File: src/rtl/adc_pkg.sv
// rtl/adc_pkg.sv - shared ADC result widths and sample record
package adc_pkg;
  localparam int RESULT_BITS = 12;
  localparam int AVG_BITS    = 3;
  localparam int SEQ_BITS    = 4;

  typedef struct packed {
    logic [RESULT_BITS-1:0] result;
    logic [AVG_BITS-1:0]    avg;
    logic [SEQ_BITS-1:0]    seq;
  } adc_sample_t;

  function automatic logic [7:0] sat_inc8(input logic [7:0] v);
    return (v == 8'hFF) ? v : v + 8'd1;
  endfunction
endpackage

File: src/rtl/adc_result_fifo_if.sv
// rtl/adc_result_fifo_if.sv - valid/ready head-of-FIFO result stream
interface adc_result_fifo_if;
  import adc_pkg::*;

  logic                   out_valid;
  logic                   out_ready;
  logic [RESULT_BITS-1:0] out_data;
  logic [AVG_BITS-1:0]    out_avg;
  logic [SEQ_BITS-1:0]    out_seq;

  modport master (output out_valid, output out_data, output out_avg, output out_seq,
                  input out_ready);
  modport slave  (input out_valid, input out_data, input out_avg, input out_seq,
                  output out_ready);
endinterface

File: src/rtl/adc_result_fifo_mem.sv
// rtl/adc_result_fifo_mem.sv - sample storage, one write port, async read port
module adc_result_fifo_mem
  import adc_pkg::*;
#(
  parameter int DEPTH = 8,
  localparam int PTR_W = $clog2(DEPTH)
) (
  input  logic             clk,
  input  logic             we,
  input  logic [PTR_W-1:0] waddr,
  input  adc_sample_t      wdata,
  input  logic [PTR_W-1:0] raddr,
  output adc_sample_t      rdata
);
  adc_sample_t mem_q [DEPTH];

  always_ff @(posedge clk) begin
    if (we) mem_q[waddr] <= wdata;
  end

  assign rdata = mem_q[raddr];
endmodule

File: src/rtl/adc_result_fifo.sv
// rtl/adc_result_fifo.sv - captures SAR results on conv_finished edges into a tagged FWFT FIFO
module adc_result_fifo
  import adc_pkg::*;
#(
  parameter int DEPTH = 8,
  localparam int PTR_W = $clog2(DEPTH),
  localparam int CNT_W = PTR_W + 1
) (
  input  logic                   clk,
  input  logic                   rst,
  input  logic                   conv_finished,
  input  logic [RESULT_BITS-1:0] result,
  input  logic [AVG_BITS-1:0]    avg_control,
  adc_result_fifo_if.master      out_if,
  output logic [CNT_W-1:0]       level,
  output logic                   overflow,
  input  logic                   clear_overflow,
  output logic [7:0]             drop_count
);
  logic             cf_q;
  logic [CNT_W-1:0] wr_cnt_q, rd_cnt_q;
  logic [SEQ_BITS-1:0] seq_q;
  logic             overflow_q, overflow_d;
  logic [7:0]       drop_q, drop_d;

  logic        cap, full, empty, pop, wr_en, drop;
  adc_sample_t wr_sample, head;

  assign level = wr_cnt_q - rd_cnt_q;
  assign empty = (level == '0);
  assign full  = (level == CNT_W'(DEPTH));
  assign cap   = conv_finished & ~cf_q;
  assign pop   = ~empty & out_if.out_ready;
  // A pop frees the slot in the same cycle, so a full FIFO can still accept.
  assign wr_en = cap & (~full | pop);
  assign drop  = cap & full & ~pop;

  assign wr_sample = '{result: result, avg: avg_control, seq: seq_q};

  adc_result_fifo_mem #(.DEPTH(DEPTH)) u_mem (
    .clk   (clk),
    .we    (wr_en),
    .waddr (wr_cnt_q[PTR_W-1:0]),
    .wdata (wr_sample),
    .raddr (rd_cnt_q[PTR_W-1:0]),
    .rdata (head)
  );

  assign out_if.out_valid = ~empty;
  assign out_if.out_data  = empty ? '0 : head.result;
  assign out_if.out_avg   = empty ? '0 : head.avg;
  assign out_if.out_seq   = empty ? '0 : head.seq;
  assign overflow         = overflow_q;
  assign drop_count       = drop_q;

  always_comb begin
    overflow_d = overflow_q;
    drop_d     = drop_q;
    if (clear_overflow) begin
      overflow_d = 1'b0;
      drop_d     = 8'd0;
    end
    if (drop) begin
      overflow_d = 1'b1;
      drop_d     = sat_inc8(clear_overflow ? 8'd0 : drop_q);
    end
  end

  always_ff @(posedge clk) begin
    if (rst) begin
      cf_q       <= 1'b1;
      wr_cnt_q   <= '0;
      rd_cnt_q   <= '0;
      seq_q      <= '0;
      overflow_q <= 1'b0;
      drop_q     <= 8'd0;
    end else begin
      cf_q       <= conv_finished;
      overflow_q <= overflow_d;
      drop_q     <= drop_d;
      if (wr_en) wr_cnt_q <= wr_cnt_q + CNT_W'(1);
      if (pop)   rd_cnt_q <= rd_cnt_q + CNT_W'(1);
      if (cap)   seq_q    <= seq_q + SEQ_BITS'(1);
    end
  end
endmodule

File: src/flat_wrapper.sv
// flat-port wrapper written by rule: the top's interface ports become plain ports
module adc_result_fifo_flat import adc_pkg::*;
#(
  parameter int DEPTH = 8,
  localparam int PTR_W = $clog2(DEPTH),
  localparam int CNT_W = PTR_W + 1
)
  (clk, rst, conv_finished, result, avg_control, level, overflow, clear_overflow, drop_count, out_if_out_valid, out_if_out_data, out_if_out_avg, out_if_out_seq, out_if_out_ready);
  adc_result_fifo_if out_if_i ();
  input  logic clk;
  input  logic rst;
  input  logic conv_finished;
  input  logic [RESULT_BITS-1:0] result;
  input  logic [AVG_BITS-1:0] avg_control;
  output logic [CNT_W-1:0] level;
  output logic overflow;
  input  logic clear_overflow;
  output logic [7:0] drop_count;
  output wire logic [$bits(out_if_i.out_valid)-1:0] out_if_out_valid;
  output wire logic [$bits(out_if_i.out_data)-1:0] out_if_out_data;
  output wire logic [$bits(out_if_i.out_avg)-1:0] out_if_out_avg;
  output wire logic [$bits(out_if_i.out_seq)-1:0] out_if_out_seq;
  input wire logic [$bits(out_if_i.out_ready)-1:0] out_if_out_ready;
  assign out_if_out_valid = out_if_i.out_valid;
  assign out_if_out_data = out_if_i.out_data;
  assign out_if_out_avg = out_if_i.out_avg;
  assign out_if_out_seq = out_if_i.out_seq;
  assign out_if_i.out_ready = out_if_out_ready;
  adc_result_fifo #(.DEPTH(DEPTH)) u_core (.clk(clk), .rst(rst), .conv_finished(conv_finished), .result(result), .avg_control(avg_control), .out_if(out_if_i), .level(level), .overflow(overflow), .clear_overflow(clear_overflow), .drop_count(drop_count));
endmodule
File: config.mk
export PLATFORM = sky130hd
export DESIGN_NAME = adc_result_fifo_flat
export DESIGN_NICKNAME = d
export VERILOG_FILES = /design/src/rtl/adc_pkg.sv /design/src/rtl/adc_result_fifo_if.sv /design/src/rtl/adc_result_fifo_mem.sv /design/src/rtl/adc_result_fifo.sv /design/src/flat_wrapper.sv
export SDC_FILE = /design/constraint.sdc
export NUM_CORES = 1
export LEC_CHECK = 0
export ABC_CLOCK_PERIOD_IN_PS = 4840
export CAP_MARGIN = 20
export CORE_MARGIN = 4
export CORE_UTILIZATION = 55
export CTS_BUF_LIST = sky130_fd_sc_hd__clkbuf_4 sky130_fd_sc_hd__clkbuf_8
export DETAILED_ROUTE_END_ITERATION = 7
export PLACE_DENSITY = 0.76
export SLEW_MARGIN = 20
export SYNTH_ARGS = -nofsm -noshare
export SYNTH_HDL_FRONTEND = slang
export SYNTH_SLANG_ARGS = --single-unit
export TNS_END_PERCENT = 5
File: constraint.sdc
create_clock -name clk -period 4.84 [get_ports clk]
set_input_delay 0.484 -clock clk [delete_from_list [all_inputs] [get_ports clk]]
set_output_delay 0.484 -clock clk [all_outputs]
set_load 0.02 [all_outputs]
---- Word-level counts from Yosys, hierarchy flattened ----
Memory sizes are Yosys's and may differ from the RTL's. A register that Yosys moved wholly into a read port is not among the register bits.
Cells that the tools add are included.
word-level totals
  word-level logic and storage cells ...... 38
  memories kept ........................... 1
  bits of input ports ..................... 20
  RAM bits ................................ 152
  bits in registers ....................... 22
memory list
  name                words  width  rd ports  clocked after memory_dff  write ports  RTL line                   RTL
  u_core.u_mem.mem_q  8      19     1         1                         1            adc_result_fifo_mem.sv:15  adc_sample_t mem_q [DEPTH];
cells by class
  $add $sub $neg .......................... 5
  bitwise logic cells ..................... 10
  eq/ne operators ......................... 2
  mux-type cells .......................... 12
  reductions and logical operators ........ 2
operator list
  kind                   count
  $mux W8                3
  $add A4 B1 Y4 const B  3
  $mux W12               1
  $mux W3                3
  $add A8 B1 Y8 const B  1
  $eq A8 B8 Y1 const B   1
  $and A1 B1 Y1          5
  $eq A4 B4 Y1 const B   1
  $logic_not A4 Y1       1
  $mux W1                4
  $mux W4                1
  $not A1 Y1             4
  $sub A4 B4 Y4          1
  $reduce_bool A2 Y1     1
  $or A1 B1 Y1           1

---- Logic depth before layout (Yosys ltp) ----
Gate-level depths: netlist (run 1).
  word-level depth ........................ 8
  gate-level depth with buffers ........... 11
  gate-level depth less buffers ........... 9

---- Modules after synthesis ----
A second synthesis (run 1) with hierarchy kept.
second synthesis, totals
  cell total of the unflattened synthesis .. 395
  area total of the unflattened synthesis .. 7220.7 um2
by module, submodules not included
  module               sequential area each (um2)  area each (um2)  times used  cells each
  adc_result_fifo_mem  4564.4                      5879.4           1           232
  adc_result_fifo      440.4                       1341.3           1           163

---- Worst setup path after synthesis (run 1) ----
Ideal clock, no wire load.
  path type ............................... register to register
  start point ............................. reg u_core.wr_cnt_q[0]
  end point ............................... mem u_core.u_mem.mem_q[2][0] in the netlist's numbering (enable)
  data arrival time ....................... 4.072 ns
  path slack .............................. 0.317 ns
  buffers on the path ..................... 1
  stages on the path, launching flop included .. 10
  required time ........................... 4.389 ns
  path through ............................ dfxtp_1 -> clkbuf_1 -> inv_1 -> ha_1 -> inv_1 -> fa_1 -> xor2_1 -> or3_2 -> o31ai_1 -> nor4b_1
between the ends
  word-level cells in the longest chain between the ends .. 8
  elaborated cells on any way between the ends .. 10
RTL lines
  item                             RTL line                   RTL
  start: declaration               adc_result_fifo.sv:21      logic [CNT_W-1:0] wr_cnt_q, rd_cnt_q;
  start signal: assignment         adc_result_fifo.sv:81      if (wr_en) wr_cnt_q <= wr_cnt_q + CNT_W'(1);
  $sub A4 B4 Y4 *                  adc_result_fifo.sv:29      assign level = wr_cnt_q - rd_cnt_q;
  named net level[2]               flat_wrapper.sv:15         output logic [CNT_W-1:0] level;
  $logic_not A4 Y1                 adc_result_fifo.sv:30      assign empty = (level == '0);
  $not A1 Y1                       adc_result_fifo.sv:33      assign pop = ~empty & out_if.out_ready;
  $and A1 B1 Y1                    adc_result_fifo.sv:33
  $or A1 B1 Y1 *                   adc_result_fifo.sv:35      assign wr_en = cap & (~full | pop);
  $and A1 B1 Y1 *                  adc_result_fifo.sv:35
  $mux W1 *                        adc_result_fifo_mem.sv:18  if (we) mem_q[waddr] <= wdata;
  $mux W1 (not written as such) *  adc_result_fifo_mem.sv:18
  end: declaration                 adc_result_fifo_mem.sv:15
Mark *: on every way through the listed nets, which the timed path passes. The rest lies on a longest branch.

---- Final worst setup path (run 1) ----
  start point ............................. reg u_core.wr_cnt_q[0]
  end point ............................... out out_if_out_seq[2]
between the ends
  word-level cells in the longest chain between the ends .. 3
RTL lines
  item              RTL line               RTL
  $sub A4 B4 Y4     adc_result_fifo.sv:29
  $logic_not A4 Y1  adc_result_fifo.sv:30
  $mux W4           adc_result_fifo.sv:52  assign out_if.out_seq = empty ? '0 : head.seq;
  end: declaration  flat_wrapper.sv:22     output wire logic [$bits(out_if_i.out_seq)-1:0] out_if_out_seq;
No other way between the ends.

==> impl_metrics.tcl, run 1 <==
set metrics [dict create \
    worstPathCellList "inv_1 > ha_1 > inv_1 > fa_1 > or3_2 > a21oi_2 > buf_4 > nor2_1 > clkdlybuf4s50_1" \
    h-tree-depth 4 \
    netlist_area_sq_mm 0.007151 \
    cp_max_fo 25 \
    cts_resized 0 \
    ant_nets 0 \
    crit_start "u_core.wr_cnt_q[0]$_SDFFE_PP0P_" \
    final.min_clock_period_ns 4.083 \
    dpl-instance-area_sq_mm 0.007935 \
    dieHeight_um 122.0 \
    synth_top_area_share_pct 63.83 \
    routed_wl_um 13040 \
    p_seq_share_pct 43.3 \
    ctsHoldBuffers 0 \
    coreArea_sq_mm 0.01267 \
    cap_violations 0 \
    area_growth_pct 16.82 \
    async_flop_share_pct 0 \
    fin_area_sq_mm 0.008353 \
    path_class "reg2out" \
    status "finished, final reports clean" \
    worst_pin_slew_ns 0.8222 \
    synth-edff-count 152 \
    drv_slew 0 \
    fin_cells 646 \
    antennaDiodeCount 0 \
    max_freq_mhz 244.9 \
    grt_usage_pct 19.14 \
    wl_per_cell_um 20.19 \
    swShare_pct 29.90 \
    r2r_start "u_core.wr_cnt_q[0]$_SDFFE_PP0P_" \
    pre_cts_ws_ns 1.243 \
    yosysTopAreaCell "edfxtp_1" \
    final_hold_viol_count 0 \
    vias 3682 \
    min_from "u_core.overflow$_SDFFE_PP0P_" \
    antenna_found_initial 0 \
    start_util_pct 56.43 \
    clk_latency_ns 0.46 \
    clockRootBuffer "clkbuf_8" \
    yosys_most_used_dff "edfxtp_1" \
    die_x_um 122.0 \
    layout-drive-gt1-share_pct 23.00 \
    ys_ff_latch 177 \
    ys_top_cells_by_area "edfxtp_1, mux4_2, dfxtp_1" \
    power_density_mw_per_mm2 483.7 \
    drc 0 \
    dp_hpwl_um 7533 \
    viasPerCell 5.700 \
    critPathMaxStageDelay_ns 0.57 \
    p_switching_mw 1.208 \
    setup_ws_ns 0.7575 \
    pin_count 53 \
    rsz0062_at_grt "no" \
    cts_num_sinks 177 \
    end_kind "output port" \
    dr.pass1.iters 6 \
    clkTransAtPathRegs_ns 0.08 \
    post_cts_buffers 0 \
    io_buffers 52 \
    clockBufferDepth 2 \
    p_int_mw 2.832 \
    slew_headroom_pct 45.02 \
    syn_inst 396 \
    grt_pass1_wl_um 20750 \
    critPathLaunchType "flip-flop" \
    peakVddDrop_v 0.0003705 \
    ys_seq_area_share_pct 70.83 \
    synth_nets 424 \
    place_inst 614 \
    cp_slowest_cell "clkdlybuf4s50_1" \
    cp.arrival_ns 3.60 \
    setup_viol 0 \
    nNetsFinal 489 \
    finClkSkew_ns 0.008930 \
    cts_made_buffers 17 \
    setup-tns-final_ns 0 \
    first_global_vias 3839 \
    pwr-share-clk_pct 25.7 \
    drt_iter0_drc 340 \
    cellLeakagePower_nw 2.638 \
    cts_tree "yes" \
    worstPathRequired_ns 4.36 \
    hold_class "reg2reg" \
    grt_max_degree 39 \
    post-route-period-util_pct 84.35 \
    cpMostUsedCell "inv_1" \
    ys_types 50 \
    gp_congestion 0.7835 \
    dieArea_sq_mm 0.01489 \
    avgSynthCellArea_sq_um 18.06 \
    grt_overflow 0 \
    comb_power_share_pct 30.9 \
    rows 41 \
    ys_warn_count 0 \
]
## metrics by stage
stage | hold WS [ns] | power (mW) | util (%)
2_1_floorplan | 0.4705 | 2.558 | -
3_3_place_gp | 0.4487 | 3.033 | 62.62
3_5_place_dp | 0.4604 | 3.057 | 62.62
4_1_cts | 0.4767 | 4.091 | 65.90
5_1_grt | 0.5117 | 4.237 | 65.92
6_report | 0.4707 | 4.041 | 65.92
## worst max-delay path: cells and delay by family (launching register included)
kind            cells  cell delay (ns)
buf+inv             4             1.12
fa+ha+maj           2             0.71
flops               1             0.56
simple gates        2             0.62
compound gates      1             0.12
## cells in the mapped netlist, drive strengths merged (4+ instances only)
| master | instances |
|---|---|
| edfxtp | 152 |
| mux4 | 38 |
| nor2 | 27 |
| dfxtp | 25 |
| mux2i | 21 |
| nand2 | 14 |
| a21oi | 11 |
| inv | 11 |
| clkbuf | 10 |
| buf | 8 |
| nor2b | 8 |
| or3 | 8 |
| ha | 7 |
| o21ai | 7 |
| nand4 | 5 |
| and4 | 4 |
| nor3 | 4 |
| nor4 | 4 |
## layer usage
| metal | GRT usage [%] | vias up | share of wire, % |
|---|---|---|---|
| met5 | 0 | - | 0 |
| met4 | 6.443 | 0 | 1.3 |
| met3 | 5.060 | 14 | 4.0 |
| met2 | 32.77 | 96 | 52 |
| met1 | 23.87 | 1863 | 42 |
| li1 | - | 1709 | - |
## cell type report
class | instances | area [sq um]
Clock buffer | 19 | 255.2
Clock inverter | 13 | 160.2
Fill cell | 888 | 4318
Inverter | 11 | 41.29
Multi-Input combinational cell | 190 | 2002
Sequential cell | 177 | 5069
Tap cell | 172 | 215.2
Timing Repair Buffer | 64 | 610.6
## registers in the layout, summed over array words and instances (netlist names), named ones only
| register | count |
|---|---|
| u_core.u_mem.mem_q | 152 |
| u_core.cf_q | 1 |
| u_core.overflow | 1 |
| u_core.drop_count | 8 |
| u_core.seq_q | 4 |
| u_core.wr_cnt_q | 4 |
| u_core.rd_cnt_q | 4 |
## kinds of logic (layout without fill, tap and decap cells)
logic type / after synthesis / count (layout) / share of synthesized area [%]
flops: 177 / 177 / 70.83
simple gates: 84 / 84 / 6.684
mux: 62 / 62 / 15.38
compound gates: 30 / 30 / 3.150
buf+inv: 29 / 107 / 1.715
fa+ha+maj: 8 / 8 / 1.505
xor+xnor: 6 / 6 / 0.7350
## power groups by stage
| stage | logic (mW) | clock network [mW] | registers, mW |
|---|---|---|---|
| 6_report | 1.25 | 1.04 | 1.75 |
| 5_1_grt | 1.34 | 1.14 | 1.77 |
| 4_1_cts | 1.27 | 1.06 | 1.75 |
| 3_5_place_dp | 1.27 | 0 | 1.79 |
| 3_3_place_gp | 1.25 | 0 | 1.79 |
| 2_1_floorplan | 0.834 | 0 | 1.72 |
## final timing paths
check	endpoint	slack [ns]	depth (start not counted)
worst max-delay path	out_if_out_seq[2]	0.76	9
worst min-delay path	u_core.overflow$_SDFFE_PP0P_	0.47	2
worst max register to register	u_core.u_mem.mem_q[2][5]$_DFFE_PP_	1.51	8
worst min register to register	u_core.overflow$_SDFFE_PP0P_	0.47	2
## cell usage in the layout, fill, tap and decap left out, types with 3 or more instances in the layout
cell type	count
edfxtp_1	152
inv_1	11
mux4_2	38
ha_1	7
buf_4	12
a21oi_1	10
mux2i_1	21
clkinvlp_4	3
nand2_1	14
clkbuf_8	18
nor2b_1	8
clkdlybuf4s50_1	52
nand4_1	4
or3_2	3
o21ai_0	6
bufinv_16	3
xor2_1	3
or3_1	4
xnor2_1	3
and4_4	3
nor3_2	3
dfxtp_1	24
nor2_1	27
mux2_2	3
(Power assumes the default switching activity.)
==> inputs of run 2 (changes only) <==
- ABC_CLOCK_PERIOD_IN_PS: 4840 -> 3540
- PLACE_DENSITY: 0.76 -> 0.79
- clock period: 4.84 -> 3.54 ns (I/O delays scaled with it)
==> impl_metrics.tcl, run 2 (synthesis results as in run 1) <==
set metrics [dict create \
    status "finished, final reports clean" \
    slew_headroom_pct 52.52 \
    grt_pass1_wl_um 20640 \
    crit_cells 9 \
    pre_cts_ws_ns 0.2359 \
    path_class "reg2out" \
    layout-drive-gt1-share_pct 24.22 \
    clk_latency_ns 0.45 \
    path_buf_inv 4 \
    area_growth_pct 17.46 \
    rr_endpoint "u_core.u_mem.mem_q[6][16]$_DFFE_PP_" \
    cts_made_buffers 17 \
    mostFrequentLayoutCells "edfxtp_1, mux4_2, clkdlybuf4s50_1, nor2_1, dfxtp_1" \
    top_register "u_core.u_mem.mem_q" \
    io_buffers 52 \
    power_density_mw_per_mm2 641.3 \
    power_mw 5.387 \
    critPathLaunchType "flip-flop" \
    dieArea_sq_mm 0.01489 \
    vias 3672 \
    drc 0 \
    wl_per_cell_um 19.45 \
    ctsHoldBuffers 0 \
    worstPathCellList "inv_1 > ha_1 > inv_1 > fa_1 > or3_2 > a21oi_2 > buf_12 > nor2_1 > dlygate4sd2_1" \
    cellLeakagePower_nw 2.722 \
    routed_wl_um 12660 \
    start_util_pct 56.43 \
    fin_cells 651 \
    critPathMaxStageDelay_ns 0.53 \
    cp_slowest_cell "or3_2" \
    final_hold_viol_count 0 \
    drv_slew 0 \
    dp_hpwl_um 7633 \
    clockBufferDepth 2 \
    peakVddDrop_v 0.0004127 \
    post_cts_buffers 0 \
    antenna_found_initial 0 \
    dr.pass1.iters 5 \
    clockRootBuffer "clkbuf_8" \
    ant_nets 0 \
    cp_max_fo 25 \
    grt_overflow 0 \
    place_inst 619 \
    grt_usage_pct 18.79 \
    cap_violations 0 \
    cts_num_sinks 177 \
    coreArea_sq_mm 0.01267 \
    r2r_setup_slack_ns 0.55 \
    post-route-util_pct 66.29 \
    drt_iter0_drc 256 \
    ff2ff_path_depth 7 \
    gp_congestion 0.8068 \
    grt_max_degree 39 \
    whs_endpoint "u_core.overflow$_SDFFE_PP0P_" \
    pin_count 53 \
    min_from "u_core.overflow$_SDFFE_PP0P_" \
    rows 41 \
    worst_pin_slew_ns 0.7079 \
    finClkSkew_ns 0.01396 \
    hold_class "reg2reg" \
    r2r_start "u_core.wr_cnt_q[2]$_SDFFE_PP0P_" \
    post-route-period-util_pct 94.41 \
    largest_register_ffs 152 \
    worstPathRequired_ns 3.19 \
    antennaDiodeCount 0 \
    setup_viol 0 \
    final.min_clock_period_ns 3.342 \
    rsz0062_at_grt "no" \
    die_x_um 122.0 \
    h-tree-depth 4 \
    dieHeight_um 122.0 \
    nNetsFinal 494 \
    max_freq_mhz 299.2 \
    setup_ws_ns 0.1979 \
    clkTransAtPathRegs_ns 0.09 \
    cp.arrival_ns 2.99 \
    min_path_cells 2 \
    cts_resized 23 \
    cpMostUsedCell "inv_1" \
    end_kind "output port" \
    final_common_cell "edfxtp_1" \
    cts_tree "yes" \
    crit_family "buffers and inverters" \
    fillers 858 \
    viasPerCell 5.641 \
    first_global_vias 3844 \
]
==> run 2: changes by cell type in the layout (fill, tap and decap cells not counted), sizes merged <==
cell           before  now
inv                13   16
dlygate4sd2         0   20
clkdlybuf4s50      52   32
clkinvlp            3    1
buf                12   17
bufinv              3    2
clkinv              5    6
clkbuf             19   18
==> run 2: tightest hold or removal path: stages, from the launching register on <==
cell and delay (ns):
dfxtp_1 0.33, nand2_1 0.06, a21oi_1 0.06
==> run 2: where the power goes <==
part	total, mW	switching, mW	internal [mW]	leakage [nW]
sequential	2.35	0.0578	2.29	1.58
clock	1.36	0.710	0.646	0.201
combinational	1.68	0.908	0.773	0.940
total	5.39	1.68	3.71	2.72
==> run 2: final cells by class <==
class                           instances  area, sq um  area share (%)
Inverter                               11        41.29          0.4916
Multi-Input combinational cell        190         2033           24.21
Clock buffer                           18        241.5           2.875
Tap cell                              172        215.2           2.562
Sequential cell                       177         5066           60.32
Timing Repair Buffer                   69        648.1           7.716
Clock inverter                         14        153.9           1.832
==> run 2: worst max path at each step <==
stage | from | slack [ns] | endpoint
global placement | u_core.wr_cnt_q[0]$_SDFFE_PP0P_ | 0.35 | u_core.u_mem.mem_q[3][4]$_DFFE_PP_
detailed placement | u_core.wr_cnt_q[0]$_SDFFE_PP0P_ | 0.24 | u_core.u_mem.mem_q[3][18]$_DFFE_PP_
floorplan | u_core.wr_cnt_q[0]$_SDFFE_PP0P_ | -0.42 | u_core.u_mem.mem_q[4][0]$_DFFE_PP_
global route | u_core.wr_cnt_q[0]$_SDFFE_PP0P_ | 0.003 | out_if_out_data[1]
finish | u_core.wr_cnt_q[0]$_SDFFE_PP0P_ | 0.20 | out_if_out_data[1]
CTS | u_core.wr_cnt_q[0]$_SDFFE_PP0P_ | 0.19 | out_if_out_data[1]
==> run 2: per-layer routing <==
layer  global-route usage [%]  up-vias  routed length [um]
li1                         -     1711                   -
met2                    30.66       97                6429
met5                        0        -                   0
met4                    6.303        0                 141
met1                    24.85     1851                5418
met3                    4.968       13                 673
==> run 2: metrics by stage <==
stage          instance area, sq um  hold slack, ns  setup TNS [ns]
5_1_grt                        8399          0.5214               0
4_1_cts                        8394          0.4910               0
6_report                       8399          0.4839               0
3_3_place_gp                   8011          0.4494               0
3_5_place_dp                   8011          0.4759               0
2_1_floorplan                  7174          0.4529          -27.05
